==> src/rtl/prio_encoder_pipe.sv <==
// Registered priority encoder with a valid/ready handshake and a one-entry result register.
// Define PRIO_ENCODER_PIPE_ROUND_ROBIN_EN to compile in a rotating search pointer.
module prio_encoder_pipe #(
    parameter  int WIDTH     = 8,
    parameter  int MSB_FIRST = 0,
    localparam int IDX_W     = $clog2(WIDTH)
) (
    input  logic             clk,
    input  logic             rst,
    input  logic [WIDTH-1:0] in_data,
    input  logic             in_valid,
    output logic             in_ready,
    output logic [IDX_W-1:0] out_idx,
    output logic             out_none,
    output logic             out_multi,
    output logic             out_valid,
    input  logic             out_ready
);

    logic [IDX_W-1:0] win_idx;
    logic             multi_c;
    logic             accept;

    // The result register may refill on the same edge it drains, so a held
    // result only blocks input while the consumer is stalling.
    assign in_ready = !rst && (!out_valid || out_ready);
    assign accept   = in_valid && in_ready;
    assign multi_c  = |(in_data & (in_data - WIDTH'(1)));

`ifdef PRIO_ENCODER_PIPE_ROUND_ROBIN_EN
    logic [IDX_W-1:0]   ptr;
    logic [2*WIDTH-1:0] rot_wide;
    logic [WIDTH-1:0]   rot;
    int                 pos;

    // Rotate so the pointer position lands at bit 0, then take the lowest set bit.
    assign rot_wide = {in_data, in_data} >> ptr;
    assign rot      = rot_wide[WIDTH-1:0];

    always_comb begin
        // NOTE: every variable written in always_comb gets a default first, so no latch is inferred.
        win_idx = '0;
        pos     = 0;
        for (int i = WIDTH - 1; i >= 0; i--) begin
            if (rot[i]) begin
                pos = int'(ptr) + i;
                if (pos >= WIDTH) pos = pos - WIDTH;
                win_idx = IDX_W'(pos);
            end
        end
    end

    always_ff @(posedge clk) begin
        if (rst) begin
            ptr <= '0;
        end else if (accept && (|in_data)) begin
            ptr <= (win_idx == IDX_W'(WIDTH - 1)) ? '0 : IDX_W'(win_idx + 1'b1);
        end
    end
`else
    always_comb begin
        win_idx = '0;
        if (MSB_FIRST != 0) begin
            for (int i = 0; i < WIDTH; i++) begin
                if (in_data[i]) win_idx = IDX_W'(i);
            end
        end else begin
            for (int i = WIDTH - 1; i >= 0; i--) begin
                if (in_data[i]) win_idx = IDX_W'(i);
            end
        end
    end
`endif

    // NOTE: sequential state uses non-blocking assignments so every register samples pre-edge values.
    always_ff @(posedge clk) begin
        if (rst) begin
            out_valid <= 1'b0;
            out_idx   <= '0;
            out_none  <= 1'b0;
            out_multi <= 1'b0;
        end else if (accept) begin
            out_valid <= 1'b1;
            out_idx   <= win_idx;
            out_none  <= ~|in_data;
            out_multi <= multi_c;
        end else if (out_ready) begin
            out_valid <= 1'b0;
        end
    end

endmodule

==> config.mk <==
export PLATFORM = sky130hd
export DESIGN_NAME = prio_encoder_pipe
export DESIGN_NICKNAME = d
export VERILOG_FILES = /design/src/rtl/prio_encoder_pipe.sv
export SDC_FILE = /design/constraint.sdc
export NUM_CORES = 1
export LEC_CHECK = 0
export CORE_AREA = 2 2 39 41
export CTS_CLUSTER_DIAMETER = 30
export DETAILED_ROUTE_END_ITERATION = 10
export DIE_AREA = 0 0 41 43
export REMOVE_ABC_BUFFERS = 1
export SYNTH_ARGS = -nofsm -noshare
export SYNTH_HDL_FRONTEND = slang
export SYNTH_SLANG_ARGS = --single-unit
==> constraint.sdc <==
create_clock -name clk -period 1.5 [get_ports clk]
set_clock_uncertainty 0.05 [all_clocks]
set_input_delay 0.3 -clock clk [delete_from_list [all_inputs] [get_ports clk]]
set_output_delay 0.3 -clock clk [all_outputs]
set_load 0.1 [all_outputs]
==> results.json <==
{
  "outcome": "finished, final reports clean",
  "avgSynthCellArea_um2": 8.498,
  "cts_sinks": 6,
  "routedWlPerCell_um": 12.45,
  "cts_tree": "built",
  "postLayoutCoreUtil_pct": 56.60,
  "period_minus_slack_ns": 1.479,
  "clock_tree.htree_level_count": 1,
  "timing_max_transition_violations_final": 0,
  "worstMarginPinSlew_ns": 0.1888,
  "synth_flop_cell": "dfxtp_1",
  "synth_enable_flop_cells": 0,
  "detailedRoute.firstIterationViolations": 11,
  "slowest_delay_ns": 0.50,
  "antenna_cells_inserted": 0,
  "crit_path_start_kind": "primary input",
  "asyncSetResetFlopFracSynth_pct": 0,
  "post_cts.repair.setup_buffers": 0,
  "die_h_um": 43,
  "worst_r2r_path_depth": 4,
  "timing.setup.tns_ns": 0,
  "layout_overhead_on_the_synthesized_area_pct": 92.02,
  "cts-buffers-inserted": 3,
  "postRouteAntennaNets": 0,
  "grt_start_max_net_pins": 11,
  "drive_gt1_share_pct": 44.44,
  "dp_hpwl_um": 934.6,
  "cp_max_fanout": 3,
  "max_freq_ghz": 0.6763,
  "path_cells": "dlygate4sd2_1, or4_4, o32ai_2, nor2_1, a221o_1",
  "worst_path_required_time_ns": 1.59,
  "placed_instances": 94,
  "grt_antenna_before_repair": 0,
  "ys_ff_latch": 6,
  "max_cap_violations": 0,
  "path_delay_family": "simple AND/OR/NAND/NOR gates",
  "wl_um": 1208,
  "fp.dieArea_um2": 1763,
  "grt_overflow_total": 0,
  "syn_inst": 48,
  "i_o_pin_count": 19,
  "grt_setup_unrepaired": "false",
  "critPathArrivalTime_ns": 1.57,
  "cts.path.max_buffers": 2,
  "setup_viol_count_final": 0,
  "synth_seq_area_share_pct": 29.45,
  "critical_path.reg2reg.startpoint": "out_valid",
  "final-hold-violation-count": 0,
  "final_gp_congestion": 0.7471,
  "crit_end_category": "flop",
  "ys.warnings.count": 0,
  "timing.critical_path.from": "in_data[3]",
  "worst_ir_drop_vdd_mv": 0.3685,
  "route.detailed.drc": 0,
  "post_syn_area_um2": 407.9,
  "static-leakage-power_nw": 0.3431,
  "powerDensity_nw_per_um2": 729.2,
  "path_depth": 5,
  "cts_root_buf": "clkbuf_4",
  "rows": 14,
  "critical_path_buf_inv_count": 1,
  "gr-usage-all-layers_pct": 16.72,
  "cts_hold_buf": 0,
  "critical_path_class": "in2reg",
  "worst_hold_path_type": "in2reg",
  "finalNetCount": 95,
  "core_area_um2": 1384,
  "register_clock_pin_slew_on_the_reported_worst_setup_and_hold_paths_ns": 0.05,
  "dr.pass1.iters": 4,
  "layout_worst_path_cycle_share_pct": 98.58,
  "yosysUniqueCellTypes": 25,
  "max-slew-margin-rel_pct": 87.31,
  "initial_core_util_pct": 29.48,
  "hold_start": "in_valid",
  "first_global_vias": 475,
  "worst_path_max_delay_cell": "or4_4",
  "drt-vias-per-instance": 4.959,
  "fp.dieW_um": 41,
  "global_route_wire_length_before_repair_um": 1897,
  "worst_skew_pair_latency_ns": 0.25,
  "place.port_buffers": 18,
  "finalNonFillerCells": 97,
  "timing.hold.worst_path_depth": 3,
  "total_number_of_vias": 481
}
registers in the layout (all words and copies together) (netlist names):
register,count
out_idx,3
out_none,1
out_multi,1
out_valid,1
power by group:
group	total [mW]	internal (mW)	switching (mW)
sequential	0.176	0.168	0.00791
combinational	0.237	0.105	0.132
clock	0.158	0.0911	0.0669
total	0.571	0.365	0.207
path summary, 6_finish.rpt:
path | endpoint | slack, ns
max | out_multi | 0.02
min | out_valid | 0.36
max reg2reg | out_idx[1] | 0.03
min reg2reg | out_idx[2] | 0.44
stage by stage:
step           area (µm²)  setup WS, ns  power, mW  hold slack (ns)
2_1_floorplan       374.1        -1.010     0.2918           0.3191
3_3_place_gp        749.5       -0.4782     0.4164           0.4257
5_1_grt             783.3     0.0005496     0.5984           0.3689
3_5_place_dp        749.5       -0.5168     0.4185           0.4361
6_report            783.3       0.02131     0.5711           0.3616
4_1_cts             774.5      0.005372     0.5791           0.3655
routing by layer:
layer	up-vias	track usage [%]	wire length, µm
met1	223	17.86	501
li1	242	-	-
met3	2	4.712	63
met2	14	25.31	619
met4	0	14.00	22
met5	-	0	0
area by class of cell:
type                            count  area (µm²)
Sequential cell                     6       120.1
Multi-Input combinational cell     38       266.5
Fill cell                         131       600.6
Tap cell                           16       20.02
Clock buffer                        3       22.52
Timing Repair Buffer               32       346.6
Inverter                            2       7.507
synth_stat cells (2+ instances only):
master,instances,area share [%]
inv_1,2,1.8
dfxtp_1,6,29
nor2_1,10,9.2
o21ai_0,2,2.5
a21oi_1,6,7.4
nand2_1,3,2.8
cell families after synthesis:
logic type | Yosys count | share of synthesized area (%)
compound gates | 14 | 25.16
fa+ha+maj | 1 | 2.454
flops | 6 | 29.45
mux | 1 | 2.761
simple gates | 22 | 30.06
buf+inv | 4 | 10.12
cells in the final DEF (no fill, tap or decap), drive strengths merged, types with 2 or more instances in the layout:
| cell type | count |
|---|---|
| nand2 | 3 |
| dlygate4sd2 | 7 |
| nor2b | 2 |
| buf | 23 |
| dfxtp | 6 |
| o21ai | 2 |
| clkbuf | 3 |
| nor2 | 10 |
| a21oi | 6 |
| inv | 2 |
| or4 | 2 |
timing repair:
action / CTS / global route
endpoints found under the setup margin: 6 / 3
resized for setup: 24 / 2
pin swaps: 6 / 2
worst register-to-register path, stage by stage (launching register included):
cell and delay, ns:
dfxtp_1 0.31, nor2b_4 0.12, or3b_4 0.38, or4_1 0.42, a21oi_1 0.13
Note: power is estimated with default switching activity, not from simulation.
